`src/rtl/adc_sample_buffer_pkg.sv`:
```
// Shared widths and types for the ADC sample buffer slice.
// Pure declarations: no logic, no latency, no flow control.
package adc_pkg;

  localparam int SAMPLE_W   = 12;
  localparam int FIFO_DEPTH = 8;
  localparam int LEVEL_W    = $clog2(FIFO_DEPTH) + 1;

  typedef logic [SAMPLE_W-1:0] sample_t;

endpackage

```
`src/rtl/adc_sample_buffer_if.sv`:
```
// Valid/ready sample stream from the buffer to its consumer.
// Master drives valid/data; slave drives ready; a beat moves when both are high.
interface adc_sample_buffer_if #(
  parameter int W = adc_pkg::SAMPLE_W
);

  logic         out_valid;
  logic         out_ready;
  logic [W-1:0] out_data;

  modport master (output out_valid, output out_data, input out_ready);
  modport slave  (input out_valid, input out_data, output out_ready);

endinterface

```
`src/rtl/adc_sample_buffer_fifo.sv`:
```
// sample_fifo: generic FWFT FIFO with a registered head; push to visible head is one edge.
// Push while full is refused unless a pop happens on the same edge; pop while empty is ignored.
module sample_fifo #(
  parameter int W     = 12,
  parameter int DEPTH = 8,
  localparam int AW   = $clog2(DEPTH),
  localparam int LW   = AW + 1
) (
  input  logic          clk,
  input  logic          rst_n,
  input  logic          push,
  input  logic [W-1:0]  push_dat,
  input  logic          pop,
  output logic          full,
  output logic          empty,
  output logic [LW-1:0] level,
  output logic [W-1:0]  head
);

  logic [W-1:0]  mem [DEPTH];
  logic [AW-1:0] wptr;
  logic [AW-1:0] rptr;
  logic [LW-1:0] cnt;
  logic          do_pop;
  logic          do_push;

  assign full    = (cnt == LW'(DEPTH));
  assign empty   = (cnt == '0);
  assign level   = cnt;
  assign do_pop  = pop & ~empty;
  assign do_push = push & (~full | do_pop);

  always_ff @(posedge clk) begin
    if (do_push) begin
      mem[wptr] <= push_dat;
    end
  end

  // head is registered so it holds the last popped value while empty
  always_ff @(posedge clk or negedge rst_n) begin
    if (!rst_n) begin
      wptr <= '0;
      rptr <= '0;
      cnt  <= '0;
      head <= '0;
    end else begin
      if (do_push) begin
        wptr <= wptr + AW'(1);
      end
      if (do_pop) begin
        rptr <= rptr + AW'(1);
      end
      case ({do_push, do_pop})
        2'b10:   cnt <= cnt + LW'(1);
        2'b01:   cnt <= cnt - LW'(1);
        default: cnt <= cnt;
      endcase
      if (do_push && (empty || (do_pop && cnt == LW'(1)))) begin
        head <= push_dat;
      end else if (do_pop && cnt > LW'(1)) begin
        head <= mem[rptr + AW'(1)];
      end
    end
  end

endmodule

```
`src/rtl/adc_sample_buffer.sv`:
```
// Deserialises SPI ADC frames into a FWFT FIFO; sample visible one sck edge after write_en.
// Full FIFO drops new samples (sticky overflow) unless popped same edge; SAMPLE_AVG_EN adds avg_data.
module adc_sample_buffer
  import adc_pkg::*;
#(
  parameter int SAMPLE_W = adc_pkg::SAMPLE_W,
  parameter int DEPTH    = FIFO_DEPTH
) (
  input  logic                     sck,
  input  logic                     reset_n,
  input  logic                     sdi,
  input  logic                     reading,
  input  logic                     write_en,
  adc_sample_buffer_if.master      ob,
  output logic [$clog2(DEPTH):0]   level,
  output logic                     overflow,
  output logic                     frame_err,
  input  logic                     clr_flags,
  output logic [SAMPLE_W-1:0]      avg_data
);

  localparam int CW = $clog2(SAMPLE_W + 2);

  logic [SAMPLE_W-1:0] sr;
  logic [CW-1:0]       bcnt;
  logic                frame_ok;
  logic                frame_bad;
  logic                pop;
  logic                full;
  logic                empty;
  logic                drop;

  assign frame_ok  = write_en && (bcnt == CW'(SAMPLE_W));
  assign frame_bad = write_en && (bcnt != CW'(SAMPLE_W));
  assign pop       = ob.out_valid & ob.out_ready;
  assign drop      = frame_ok & full & ~pop;
  assign ob.out_valid = ~empty;

  // write_en wins over reading: the sdi bit on a strobe edge is not shifted in
  always_ff @(posedge sck or negedge reset_n) begin
    if (!reset_n) begin
      sr   <= '0;
      bcnt <= '0;
    end else if (write_en) begin
      bcnt <= '0;
    end else if (reading) begin
      sr <= {sr[SAMPLE_W-2:0], sdi};
      if (bcnt != CW'(SAMPLE_W + 1)) begin
        bcnt <= bcnt + CW'(1);
      end
    end
  end

  always_ff @(posedge sck or negedge reset_n) begin
    if (!reset_n) begin
      overflow  <= 1'b0;
      frame_err <= 1'b0;
    end else begin
      overflow  <= (overflow & ~clr_flags) | drop;
      frame_err <= (frame_err & ~clr_flags) | frame_bad;
    end
  end

  sample_fifo #(
    .W     (SAMPLE_W),
    .DEPTH (DEPTH)
  ) u_fifo (
    .clk      (sck),
    .rst_n    (reset_n),
    .push     (frame_ok),
    .push_dat (sr),
    .pop      (pop),
    .full     (full),
    .empty    (empty),
    .level    (level),
    .head     (ob.out_data)
  );

`ifdef SAMPLE_AVG_EN
  logic [SAMPLE_W-1:0] hist [4];
  logic [SAMPLE_W+1:0] acc;
  logic                accepted;

  assign accepted = frame_ok & ~drop;

  // acc tracks the sum of the last four accepted samples; avg lags it by one edge
  always_ff @(posedge sck or negedge reset_n) begin
    if (!reset_n) begin
      for (int i = 0; i < 4; i++) begin
        hist[i] <= '0;
      end
      acc      <= '0;
      avg_data <= '0;
    end else begin
      if (accepted) begin
        hist[0] <= sr;
        for (int i = 1; i < 4; i++) begin
          hist[i] <= hist[i-1];
        end
        acc <= acc + {2'b00, sr} - {2'b00, hist[3]};
      end
      avg_data <= acc[SAMPLE_W+1:2];
    end
  end
`else
  assign avg_data = '0;
`endif

endmodule

```
`src/flat_wrapper.sv`:
```
// flat-port wrapper written by rule: the top's interface ports become plain ports
module adc_sample_buffer_flat import adc_pkg::*;
#(
  parameter int SAMPLE_W = adc_pkg::SAMPLE_W,
  parameter int DEPTH    = FIFO_DEPTH
)
  (sck, reset_n, sdi, reading, write_en, level, overflow, frame_err, clr_flags, avg_data, ob_out_valid, ob_out_data, ob_out_ready);
  adc_sample_buffer_if #(.W((SAMPLE_W))) ob_i ();
  input  logic sck;
  input  logic reset_n;
  input  logic sdi;
  input  logic reading;
  input  logic write_en;
  output logic [$clog2(DEPTH):0] level;
  output logic overflow;
  output logic frame_err;
  input  logic clr_flags;
  output logic [SAMPLE_W-1:0] avg_data;
  output wire logic [$bits(ob_i.out_valid)-1:0] ob_out_valid;
  output wire logic [$bits(ob_i.out_data)-1:0] ob_out_data;
  input wire logic [$bits(ob_i.out_ready)-1:0] ob_out_ready;
  assign ob_out_valid = ob_i.out_valid;
  assign ob_out_data = ob_i.out_data;
  assign ob_i.out_ready = ob_out_ready;
  adc_sample_buffer #(.SAMPLE_W(SAMPLE_W), .DEPTH(DEPTH)) u_core (.sck(sck), .reset_n(reset_n), .sdi(sdi), .reading(reading), .write_en(write_en), .ob(ob_i), .level(level), .overflow(overflow), .frame_err(frame_err), .clr_flags(clr_flags), .avg_data(avg_data));
endmodule
```
`config.mk`:
```
export PLATFORM = sky130hd
export DESIGN_NAME = adc_sample_buffer_flat
export DESIGN_NICKNAME = d
export VERILOG_FILES = /design/src/rtl/adc_sample_buffer_pkg.sv /design/src/rtl/adc_sample_buffer_if.sv /design/src/rtl/adc_sample_buffer_fifo.sv /design/src/rtl/adc_sample_buffer.sv /design/src/flat_wrapper.sv
export SDC_FILE = /design/constraint.sdc
export NUM_CORES = 1
export LEC_CHECK = 0
export ABC_AREA = 1
export BUFFER_PORTS_ARGS = -buffer_cell sky130_fd_sc_hd__buf_2
export CELL_PAD_IN_SITES_DETAIL_PLACEMENT = 1
export CELL_PAD_IN_SITES_GLOBAL_PLACEMENT = 2
export CORE_MARGIN = 10
export CORE_UTILIZATION = 40
export CTS_CLUSTER_SIZE = 14
export DETAILED_ROUTE_END_ITERATION = 8
export GPL_TIMING_DRIVEN = 0
export PLACE_DENSITY_LB_ADDON = 0.1
export SYNTH_ARGS = -nofsm -noshare
export SYNTH_HDL_FRONTEND = slang
export SYNTH_HIERARCHICAL = 1
export SYNTH_SLANG_ARGS = --single-unit
export TNS_END_PERCENT = 1
```
`constraint.sdc`:
```
create_clock -name sck -period 3 [get_ports sck]
set_input_delay 0.6 -clock sck [delete_from_list [all_inputs] [get_ports sck]]
set_output_delay 0.6 -clock sck [all_outputs]
set_load 0.1 [all_outputs]
```
* Word level (Yosys, flattened, before mapping) *
Memory sizes are Yosys's and may differ from the RTL's.
Cells that the tools add are included.

operators by class
  add/subtract/negate cells = 5
  reduce and logical (&&, ||, !) cells = 13
  multiply operators = 0
  magnitude comparators = 1
  muxes and demuxes = 8
  shift-type cells = 0
  bitwise gates (word level) = 15
  div/mod/pow operators = 0
  equal/unequal tests = 7

operators with widths
  operator                                                              count
  12-bit 2-to-1 mux                                                     2
  4-bit 2-to-1 mux                                                      3
  4-bit by 1-bit adder with 4-bit output, second input constant         2
  4-bit == test, second input constant                                  2
  4-bit != test, second input constant                                  2
  4-bit one-hot mux with 2 select lines                                 1
  2-bit nonzero test                                                    4
  1-bit AND                                                             7
  3-bit by 1-bit adder with 3-bit output, second input constant         2
  1-bit logical AND                                                     5
  1-bit inverter                                                        5
  4-bit by 1-bit == test with 1-bit output, second input constant       1
  4-bit by 1-bit > comparator with 1-bit output, second input constant  1
  4-bit zero test                                                       1
  2-bit AND reduction                                                   2
  4-bit by 1-bit subtractor with 4-bit output, second input constant    1
  1-bit bitwise OR                                                      3
  2-bit by 1-bit == test with 1-bit output, second input constant       1
  2-bit == test, second input constant                                  1
  1-bit 2-to-1 mux                                                      2
  1-bit logical OR                                                      1

storage, ports and cells
  RAM bits = 96
  bits in registers = 40
  output and inout port bits = 31
  logic and storage cells = 58
  memories kept = 1
  input port bits = 7
  bits in latches = 0
  memory bits (read-only) = 0

memory list
  memory             words  width  rd ports  clocked after Yosys merged registers in  wr ports  line                          RTL
  u_core.u_fifo.mem  8      12     1         0                                        1         adc_sample_buffer_fifo.sv:20  logic [W-1:0] mem [DEPTH];

* Logic depth before layout (Yosys ltp) *
Gate-level depths: netlist of the first run.

  word-level depth = 8
  mapped depth = 14

* Cells and area by module *
Netlist of the first run, hierarchy kept.

by module, submodules not included
  module             area an instance (sq um)  seq. area each (sq um)  cells an instance  times used
  sample_fifo        5372.7                    3433.3                  515                1
  adc_sample_buffer  913.4                     450.4                   109                1

* Least setup slack after synthesis of the first run *
OpenSTA, ideal clock, no wires.

  path type = reg2reg
  start point = register u_core.u_fifo.cnt[0] (netlist: u_core/u_fifo/level[0])
  end point = memory u_core.u_fifo.mem[0][0] (enable)
  clock period less this slack = 3.982 ns
  cell stages (with the launch flop) = 13
  path buffers = 0
  required time = 2.620 ns
  setup slack = -0.982 ns
  arrival = 3.602 ns
  cells stage by stage = dfrtp_1 > inv_1 > ha_1 > nand2_4 > inv_1 > inv_1 > nand2_1 > inv_1 > inv_1 > nand2_2 > nand2_4 > or2_1 > nor2_1

between the ends
  cells in the longest elaborated chain, start to end = 8
  elaborated cells on any way between the ends = 10

RTL lines
  item                                    line                          RTL
  from (decl)                             adc_sample_buffer_fifo.sv:23  logic [LW-1:0] cnt;
  from (signal assigned)                  adc_sample_buffer_fifo.sv:54  2'b10: cnt <= cnt + LW'(1);
  from (signal assigned)                  adc_sample_buffer_fifo.sv:55  2'b01: cnt <= cnt - LW'(1);
  from (signal assigned)                  adc_sample_buffer_fifo.sv:56  default: cnt <= cnt;
  4-bit zero test                         adc_sample_buffer_fifo.sv:28  assign empty = (cnt == '0);
  net u_core.empty                        adc_sample_buffer.sv:30       logic empty;
  1-bit inverter                          adc_sample_buffer.sv:37       assign ob.out_valid = ~empty;
  net ob_out_valid                        flat_wrapper.sv:19            output wire logic [$bits(ob_i.out_valid)-1:0] ob_out_valid;
  1-bit AND                               adc_sample_buffer.sv:35       assign pop = ob.out_valid & ob.out_ready;
  net u_core.pop                          adc_sample_buffer.sv:28       logic pop;
  1-bit AND                               adc_sample_buffer_fifo.sv:30  assign do_pop = pop & ~empty;
  1-bit bitwise OR                        adc_sample_buffer_fifo.sv:31  assign do_push = push & (~full | do_pop);
  1-bit AND                               adc_sample_buffer_fifo.sv:31
  1-bit 2-to-1 mux                        adc_sample_buffer_fifo.sv:34  if (do_push) begin
  1-bit 2-to-1 mux (implied by the code)  adc_sample_buffer_fifo.sv:35  mem[wptr] <= push_dat;
  to (decl)                               adc_sample_buffer_fifo.sv:20

The timed path passes the listed nets, and every way through them passes these cells.

* Worst setup path in the final report of the first run *
  start point = register u_core.u_fifo.cnt[0] (netlist: u_core/u_fifo/level[0])
  end point = memory u_core.u_fifo.mem[6][5] (enable)

between the ends
  cells in the longest elaborated chain, start to end = 8
  elaborated cells on any way between the ends = 10

RTL lines
  item                                    line
  4-bit zero test                         adc_sample_buffer_fifo.sv:28
  net u_core.empty                        adc_sample_buffer.sv:30
  1-bit inverter                          adc_sample_buffer.sv:37
  1-bit AND                               adc_sample_buffer.sv:35
  net u_core.pop                          adc_sample_buffer.sv:28
  1-bit AND                               adc_sample_buffer_fifo.sv:30
  1-bit bitwise OR                        adc_sample_buffer_fifo.sv:31
  1-bit AND                               adc_sample_buffer_fifo.sv:31
  1-bit 2-to-1 mux                        adc_sample_buffer_fifo.sv:34
  1-bit 2-to-1 mux (implied by the code)  adc_sample_buffer_fifo.sv:35

The timed path passes the listed nets, and every way through them passes these cells.

==> results of run 1 <==
cells by family (layout without fill, tap and decap cells):
kind of cell | Yosys count | count (layout) | share of synthesized area [%]
adders and majority gates | 8 | 8 | 1.59
and+or+nand+nor | 339 | 339 | 25.6
other | 1 | 12 | 0.0597
xor gates and xnor gates | 9 | 9 | 1.25
buffers and inverters | 121 | 178 | 8.94
AOI/OAI and AO/OA | 10 | 10 | 0.796
DFF | 136 | 136 | 61.8
layout by cell type (no fill, tap or decap), types with 5 or more instances in the layout:
| master | count |
|---|---|
| o21ai_0 | 7 |
| nand2_2 | 5 |
| clkinvlp_4 | 5 |
| inv_1 | 75 |
| buf_6 | 5 |
| edfxtp_1 | 96 |
| dfrtp_1 | 36 |
| clkbuf_16 | 17 |
| nand2_1 | 204 |
| inv_2 | 7 |
| nand3_1 | 82 |
| ha_1 | 8 |
| nand3_2 | 24 |
| xor2_1 | 6 |
| buf_2 | 39 |
| nor2_2 | 5 |
| buf_4 | 14 |
| nor2_4 | 8 |
| conb_1 | 12 |
metal layers:
metal	global-route usage (%)	up-vias
met1	19.9	2176
met3	4.22	21
met5	0	-
met4	6.42	0
met2	26.7	82
li1	-	2098
final timing paths:
path / from / end / slack [ns] / cells past startpoint
hold reg to reg: u_core/u_fifo/head[2] / u_core/u_fifo/head[2] / 0.52 / 2
setup / recovery: u_core/u_fifo/level[0] / u_core/u_fifo/mem[6][5] / 0.03 / 12
hold / removal: clr_flags / u_core/overflow / 0.36 / 2
min in group asynchronous: reset_n / u_core/u_fifo/level[1] / 0.37 / 1
setup reg to reg: u_core/u_fifo/level[0] / u_core/u_fifo/mem[6][5] / 0.03 / 12
max in group asynchronous: reset_n / u_core/u_fifo/level[0] / 1.88 / 1
repair_timing:
| item | CTS | global route |
|---|---|---|
| buffers inserted | 0 | 0 |
| hold endpoints to repair | 0 | 0 |
| gates resized for setup | 1 | 3 |
| setup endpoints to repair | 12 | 84 |
through the flow:
step | util [%] | instances | worst slack [ns]
finish | 48.0 | 903 | 0.0336
CTS | 47.9 | 903 | 0.000299
global route | 48.0 | 903 | -0.128
detailed placement | 44.1 | 871 | -0.0273
global placement | 44.1 | 871 | 0.0447
floorplan | - | 635 | -0.0763
Yosys cell counts:
master    number
buf_2         14
nor2_2         1
xor2_1         6
clkbuf_1       3
nand2_4        3
or2_1          1
conb_1         1
nand3_2       24
nand2_2        5
xnor2_1        3
inv_1         76
or2_2          1
edfxtp_1      96
nor2_1        10
o21ai_1        3
inv_2          7
nand2_1      204
buf_4         14
nand3_1       82
clkinv_1       2
nor2_4         4
dfrtp_1       40
buf_6          5
o21ai_0        7
nand4_1        4
ha_1           8
worst max-delay path, delay by kind of cell, from the launching register on:
family | cells | cell delay [ns]
AND/OR/NAND/NOR | 6 | 1.39
flip-flops | 1 | 0.45
buffers and inverters | 5 | 0.45
adder cells (fa/ha/maj) | 1 | 0.28
cell type report:
cell class,instances,share of cell area (%)
plain buffers,36,3.30
clock buffers,17,5.79
clock inverters,15,2.09
inverters,85,4.39
multi-input cells,378,26.1
flip-flops and latches,136,53.0
well taps,211,3.59
repair buffers,25,1.70
state kept, by name, indices dropped and copies added (netlist names):
name and cells:
u_core/u_fifo/mem 96, u_core/bcnt 4, u_core/u_fifo/wptr 3, u_core/u_fifo/level 4, u_core/u_fifo/head 12, u_core/sr 12
u_core/u_fifo/rptr 3, u_core/frame_err 1, u_core/overflow 1
power breakdown:
part           switching (mW)  total [mW]  internal (mW)  leakage, nW
clock                   0.819        2.04           1.22        0.275
combinational           0.128       0.164         0.0362         1.68
sequential              0.106        2.22           2.11         1.41
==> run metrics, run 1 <==
status=finished, final reports clean; drc violations=0; Seq cells post-synth=approximately 140; fmax=337 MHz; Initial Util=41.0%; gate count of the mapped netlist=approximately 620; Setup Viol. Count Final=0; CTS tree=yes; Worst Path Required=just over 3 ns; Max FO, Critical Path=12; routed via count=~4,400; RSZ-0062 raised after global routing=true; Slew @ Worst Pin=1.05 ns; pin count of the biggest net entering global routing=approximately 40; placed cell area=approximately 0.0068 mm²; final WL=approximately 17 mm; Top Metal Used=met4; metal2 WL=8.11 mm; CP max stage delay=around 0.69 ns; design area=0.00735 mm²; Slew HR=between 20% and 30%; Setup Skew=0.00723 ns; Die H=between 100 and 150 µm; Num Clock Sinks=136; Final #Nets=694; WL/cell=18.4 µm; CTS Buffer Depth=2; gpl congestion=about 0.79; netlist area before placement=0.00629 mm²; crit start category=flop; CP Data Arrival Time=approximately 3.0 ns; top post-synthesis cells by area=edfxtp_1 46%, dfrtp_1 16%, nand2_1 12%; layout cells sized above 1=between 20% and 30%; port buffer count=25; register area=about 0.0039 mm²; htree depth=4; Clock Latency Late Sink=0.42 ns; Synthesis Warnings=6; grt ovf=0; critical path's slowest cell=nor2_2; row cnt=45; synthesized area per cell=10.1 µm²; ANT cells=0; Reg clk slew, reported paths=~0.060 ns; total power divided by cell area=602 mW/mm²; Tot Pwr=~4.4 mW; HP Class=in -> reg; IO Pins=38; Crit. End Element=flop; final worst path period share=98.9%; first-pass GRT wire length=~26 mm; Yosys cell types=26; Chip Width=between 100 and 150 µm; top cell type's share of synthesized area=45.9%; Detailed Routing Iterations Pass 1=5; Min Clock Period, post-route=2.97 ns; critical-path cell list=inv_1, ha_1, nand2_4, inv_1, clkinvlp_4, nand2_1, inv_1, inv_1, nand2_2, nand2_4, or2_1, nor2_2; Lkg Pwr=between 3 and 4 nW; Fin. Hold Viols=0; Root Driver=clkbuf_16; wl on met1=roughly 7.5 mm; vias per cell=~4.8; final slew viol count=0; critical path class=reg -> reg; post-detail-place hpwl=roughly 11 mm; GRT Resource Usage Total=between 15 and 20%; worst hold slack=0.358 ns; CTS buffer count=17; max cap viols=0; sequential fraction of the synthesis area=61.8%; Fillers=1,756; most frequent cell on the critical path=inv_1; Synth area leader=edfxtp_1; # hold bufs at CTS=0; core area=approximately 0.015 mm²; routed wl met3=just under 700 µm; Detailed Route Iter0 Violations=between 150 and 200; Final ANT Viol Nets=0; footprint of the multi-input gates=slightly below 0.002 mm²; area grow syn2layout=16.9%; die area=0.0211 mm²; Setup TNS=0 ns; vias in the first global route=approximately 4,800; Max IR drop VDD=0.416 mV; initial antenna violation count=0
Note: power is estimated with default switching activity, not from simulation.
==> inputs of run 2 (changes only) <==
- CORE_ASPECT_RATIO: unset -> 0.9
- SETUP_SLACK_MARGIN: unset -> 0.1
==> run 2 against run 1 <==
Flip-flop and latch count stayed put. Hold slack worse by 0.026 ns. Clock power is 11% higher. Global-route usage is 1.0 points lower. Clock skew is 0.00055 ns lower. Sequential share of layout area is 0.33 points lower. Sequential power hardly changed. First-iteration DRC count is 10% lower. Cell count is 1.0% lower. Design area is 0.63% higher. Fmax is 0.57% higher. Highest routed layer unchanged.
==> run metrics, run 2 (synthesis results as in run 1) <==
PostCTS Resize Cnt=0; critical-path cell list=inv_1, ha_1, nand2_4, inv_1, clkinvlp_4, nand2_1, inv_1, inv_1, nand2_2, nand2_4, inv_1, nand2_1, nor2_2; CP max stage delay=around 0.69 ns; register area=approximately 0.0039 mm²; biggest regs=u_core/u_fifo/mem x96, u_core/sr x12, u_core/u_fifo/head x12; Max FO, Critical Path=12; grt ovf=0; core area=around 0.015 mm²; most frequent cell on the critical path=inv_1; critical path class=reg -> reg; CTS buffer count=17; crit start category=flop; GRT Resource Usage Total=15.2%; P_int=roughly 3.6 mW; Final Core Density=a little under half; Chip Width=152 µm; total power divided by cell area=629 mW/mm²; Biggest register=u_core/u_fifo/mem; post-detail-place hpwl=roughly 11 mm; vias in the first global route=4,644; routed via count=approximately 4,300; area grow syn2layout=17.7%; Sw Share=roughly 22%; Final #Nets=694; pin count of the biggest net entering global routing=41; Slew HR=32.6%; Setup TNS=0 ns; footprint of the multi-input gates=about 0.0019 mm²; critical path's slowest cell=nor2_2; max cap viols=0; Initial Util=slightly above 40%; Die H=about 140 µm; port buffer count=25; P_sw=roughly 1.0 mW; Worst R2R Setup Slack=0.05 ns; drc violations=0; Min Clock Period, post-route=around 2.9 ns; htree depth=4; initial antenna violation count=0; Lkg Pwr=3.40 nW; RSZ-0062 raised after global routing=true; Fillers=roughly 1,700; HP Class=in -> async; Worst Path Required=~3 ns; most frequent cells in the layout=204 x nand2_1, 96 x edfxtp_1, 82 x nand3_1, 75 x inv_1, 39 x buf_2; # hold bufs at CTS=0; CTS Buffer Depth=2; fmax=339 MHz; gpl congestion=between 0.7 and 0.8; Detailed Route Iter0 Violations=175; Reg clk slew, reported paths=around 0.06 ns; layout cells sized above 1=a little over a fifth; Slew @ Worst Pin=slightly above 1 ns; Clock Latency Late Sink=0.42 ns; WL/cell=~17 µm; Detailed Routing Iterations Pass 1=4; Largest register FFs=96; vias per cell=roughly 4.8; Comb pwr share=approximately 3.5%; Root Driver=clkbuf_16; first-pass GRT wire length=around 25 mm; Setup Viol. Count Final=0; Clk network pwr share=48.7%; CTS tree=yes; Critical R2R Launch=u_core/u_fifo/level[0]; final slew viol count=0; die area=between 0.02 and 0.025 mm²; ANT cells=0; final worst path period share=98.3%; row cnt=43; placed cell area=roughly 0.0068 mm²; Seq pwr share=a little under half; IO Pins=38; Crit. End Element=flop; worst reg2reg path depth=13; Num Clock Sinks=about 140; status=finished, final reports clean; Final ANT Viol Nets=0; reg2reg end=u_core/u_fifo/mem[1][7]; design area=around 0.0074 mm²; Max IR drop VDD=approximately 0.76 mV; final WL=between 15 and 20 mm; Fin. Hold Viols=0; CP Data Arrival Time=~3.0 ns; Setup Skew=between 0.006 and 0.007 ns; commonest non-fill, non-tap cell in the layout=nand2_1
run 2: cell count changes in the layout (fill, tap and decap cells not counted):
cell,previous run,this run
bufinv_16,2,5
clkbuf_1,3,5
clkinv_4,3,0
clkinvlp_4,5,4
inv_6,2,1
or2_1,1,0
or2_4,0,1
run 2: how the worst max path moves through the flow:
stage / from / to
after floorplan: u_core/u_fifo/level[0] / u_core/u_fifo/mem[1][0]
final: u_core/u_fifo/level[0] / u_core/u_fifo/mem[1][7]
after global routing: u_core/u_fifo/level[0] / u_core/u_fifo/mem[1][7]
after CTS: u_core/u_fifo/level[0] / u_core/u_fifo/mem[7][9]
after detailed placement: u_core/u_fifo/level[0] / u_core/u_fifo/mem[1][1]
after global placement: u_core/u_fifo/level[0] / u_core/u_fifo/mem[7][1]
run 2: final cells by class:
type,count,area share (%)
plain buffers,36,3.28
clock buffers,19,5.85
clock inverters,13,2.72
inverters,85,4.36
multi-input cells,378,26.0
flip-flops and latches,136,52.6
well taps,202,3.42
repair buffers,25,1.69
run 2: repair_timing:
item | 4_1_cts | 5_1_grt
setup endpoints to repair | 24 | 48
buffers inserted | 0 | 0
cloned | 0 | 0
run 2: worst max-delay path, delay by kind of cell, from the launching register on:
family	cells	cell delay [ns]
buffers and inverters	6	0.58
and+or+nand+nor	6	1.24
adders and majority gates	1	0.29
DFF	1	0.46
run 2: through the flow:
stage	total power [mW]	cells	worst slack (ns)	hold slack (ns)
5_1_grt	4.80	894	-0.145	0.337
6_report	4.65	894	0.0503	0.332
4_1_cts	4.69	894	0.0467	0.328
2_1_floorplan	2.34	635	0.00719	0.304
3_3_place_gp	2.42	862	0.160	0.484
3_5_place_dp	2.43	862	0.0798	0.517
run 2: power by group through the flow:
stage               sequential, mW  combinational (mW)  clock (mW)
floorplan                     2.22               0.125           0
global placement              2.26               0.160           0
detailed placement            2.27               0.164           0
CTS                           2.23               0.166        2.30
global route                  2.24               0.180        2.39
finish                        2.22               0.163        2.26
run 2: layer usage:
metal  share of wire [%]  wire length (µm)  up-vias  GRT usage (%)
li1                    -                 -     2097              -
met1                  46              7110     2133           18.4
met2                  49              7700       51           25.3
met3                 3.4               524       18           4.40
met4                 1.6               254        0           4.96
met5                   0                 0        -              0
==> inputs of run 3 (changes only) <==
- ABC_AREA: 1 -> unset
- CORE_UTILIZATION: 40 -> 44
- clock period: 3 -> 2.9 ns (I/O delays scaled with it)
==> run 3 against run 2 <==
Total power increased by 74%. Clock power decreased by 16%. Via count down 19%. Clock skew rose by 0.0012 ns. Fmax grew 8.0%. Critical path depth is 5 lower. Largest power group is now combinational logic.
==> run metrics, run 3 <==
status=finished, final reports clean; CTS buffer count=17; Num Clock Sinks=136; final worst path period share=about 94%; Setup Skew=approximately 0.0079 ns; max cap viols=0; post-detail-place hpwl=around 8.9 mm; netlist area before placement=a little under 0.006 mm²; main flop type after synthesis=edfxtp_1; Slew HR=33.4%; design area=between 0.006 and 0.007 mm²; # hold bufs at CTS=0; Chip Width=142 µm; number of synthesized flops with an enable pin=96; top post-synthesis cells by area=edfxtp_1 49%, dfrtp_1 17%, mux2_2 7.2%; Worst R2R Setup Slack=~0.17 ns; worst hold slack=about 0.34 ns; Crit. End Element=flop; vias per cell=around 5.4; Fin. Hold Viols=0; Critical Path Stages=8; top cell type's share of synthesized area=48.6%; synth cell count leaders=96 x edfxtp_1, 40 x dfrtp_1, 38 x mux2_2; area grow syn2layout=16.8%; Detailed Routing Iterations Pass 1=4; Final Core Density=~52%; Initial Util=44.7%; fmax=between 300 and 400 MHz; critical-path cell list=inv_1, ha_4, or3b_1, inv_1, nor2b_4, o31a_1, nand2b_1, nor2_4; Fillers=between 1,000 and 1,500; port buffer count=24; Worst Path Required=a little under 3 ns; WL/cell=roughly 21 µm; total power divided by cell area=around 1200 mW/mm²; Biggest register=u_core/u_fifo/mem; core area=between 0.01 and 0.015 mm²; routed via count=about 3,500; row cnt=40; Final ANT Viol Nets=0; CP Buf/Inv Count=2; CP max stage delay=around 0.50 ns; final slew viol count=0; vias in the first global route=3,649; GRT Resource Usage Total=about 15%; gpl congestion=0.766; RSZ-0062 raised after global routing=true; CP top delay family=simple AND/OR/NAND/NOR gates; ANT cells=0; top-count cell post-synth=edfxtp_1; Setup Viol. Count Final=0; final WL=roughly 13 mm; Synth async-reset ratio=between 20% and 30%; Reg clk slew, reported paths=0.05 ns; Synthesis Warnings=6; drc violations=0; CP Data Arrival Time=around 2.8 ns; die area=~0.019 mm²; sequential fraction of the synthesis area=between 60% and 70%; critical path class=reg -> reg; Detailed Route Iter0 Violations=between 200 and 250; initial antenna violation count=0; Synth area leader=edfxtp_1; Final #Nets=473; Max IR drop VDD=just under 0.6 mV; Root Driver=clkbuf_16; grt ovf=0; Max FO, Critical Path=12; critical path's slowest cell=nor2_4; layout cells sized above 1=29.1%; IO Pins=38; worst reg2reg path depth=8; crit start category=flop; Slew @ Worst Pin=approximately 1 ns; HP Class=in -> async; most frequent cells in the layout=96 x edfxtp_1, 38 x mux2_2, 37 x dfrtp_1, 28 x buf_2; Yosys cell types=between 40 and 50; Lkg Pwr=2.57 nW; pin count of the biggest net entering global routing=around 40; CTS Buffer Depth=2; Die H=roughly 130 µm; Setup TNS=0 ns; Min Clock Period, post-route=2.73 ns; htree depth=4; Largest register FFs=96; CTS tree=yes; synthesized area per cell=approximately 15 µm²; Seq cells post-synth=approximately 140; Clock Latency Late Sink=around 0.41 ns; biggest regs=u_core/u_fifo/mem x96, u_core/sr x12, u_core/u_fifo/head x12; most frequent cell on the critical path=inv_1; first-pass GRT wire length=~22 mm; Tot Pwr=8.08 mW; commonest non-fill, non-tap cell in the layout=edfxtp_1; placed cell area=between 0.006 and 0.007 mm²; gate count of the mapped netlist=~400
-- run 3: metal layers --
layer | share of wire, % | global-route usage [%] | wire [µm] | vias to the layer above
li1 | - | - | - | 1621
met1 | 49 | 21.0 | 6570 | 1777
met2 | 47 | 23.4 | 6250 | 59
met3 | 3.8 | 4.03 | 507 | 8
met4 | 0.69 | 4.82 | 92 | 0
met5 | 0 | 0 | 0 | -
-- run 3: report_power, final --
part | leakage (nW) | internal, mW | switching (mW)
clock | 0.247 | 1.16 | 0.726
sequential | 1.36 | 2.47 | 0.382
combinational | 0.961 | 1.09 | 2.24
-- run 3: metrics by stage --
stage,cells,setup slack [ns]
2_1_floorplan,414,0.0244
3_3_place_gp,606,-0.503
3_5_place_dp,606,-0.531
4_1_cts,639,0.100
5_1_grt,639,-0.0392
6_report,639,0.168
-- run 3: cell families after synthesis --
group,after synthesis,synth area share [%]
muxes,68,13.2
DFF,136,65.5
AOI/OAI and AO/OA,65,6.92
other,1,0.0632
xor gates and xnor gates,7,1.03
adders and majority gates,8,1.69
and+or+nand+nor,75,7.30
buffers and inverters,43,4.32
-- run 3: final timing paths --
kind,end,start
min in group sck,u_core/overflow,clr_flags
hold reg to reg,u_core/u_fifo/rptr[1],u_core/u_fifo/rptr[1]
max in group asynchronous,u_core/u_fifo/level[0],reset_n
hold / removal,u_core/bcnt[1],reset_n
setup / recovery,u_core/u_fifo/mem[2][1],u_core/u_fifo/level[1]
setup reg to reg,u_core/u_fifo/mem[2][1],u_core/u_fifo/level[1]
-- run 3: timing repair --
item,CTS,global route
buffers inserted,1,0
hold endpoints to repair,0,0
resized for setup,14,9
endpoints found under the setup margin,106,107
pin swaps,2,1
-- run 3: area by class of cell --
type                            count  area [µm²]  share of cell area [%]
Clock inverter                      7        55.1                   0.795
Tap cell                          168         210                    3.04
Buffer                             32         220                    3.18
Sequential cell                   136        3890                    56.1
Clock buffer                       25         455                    6.58
Timing Repair Buffer               25         143                    2.06
Multi-Input combinational cell    235        1910                    27.6
Inverter                           11        41.3                   0.596
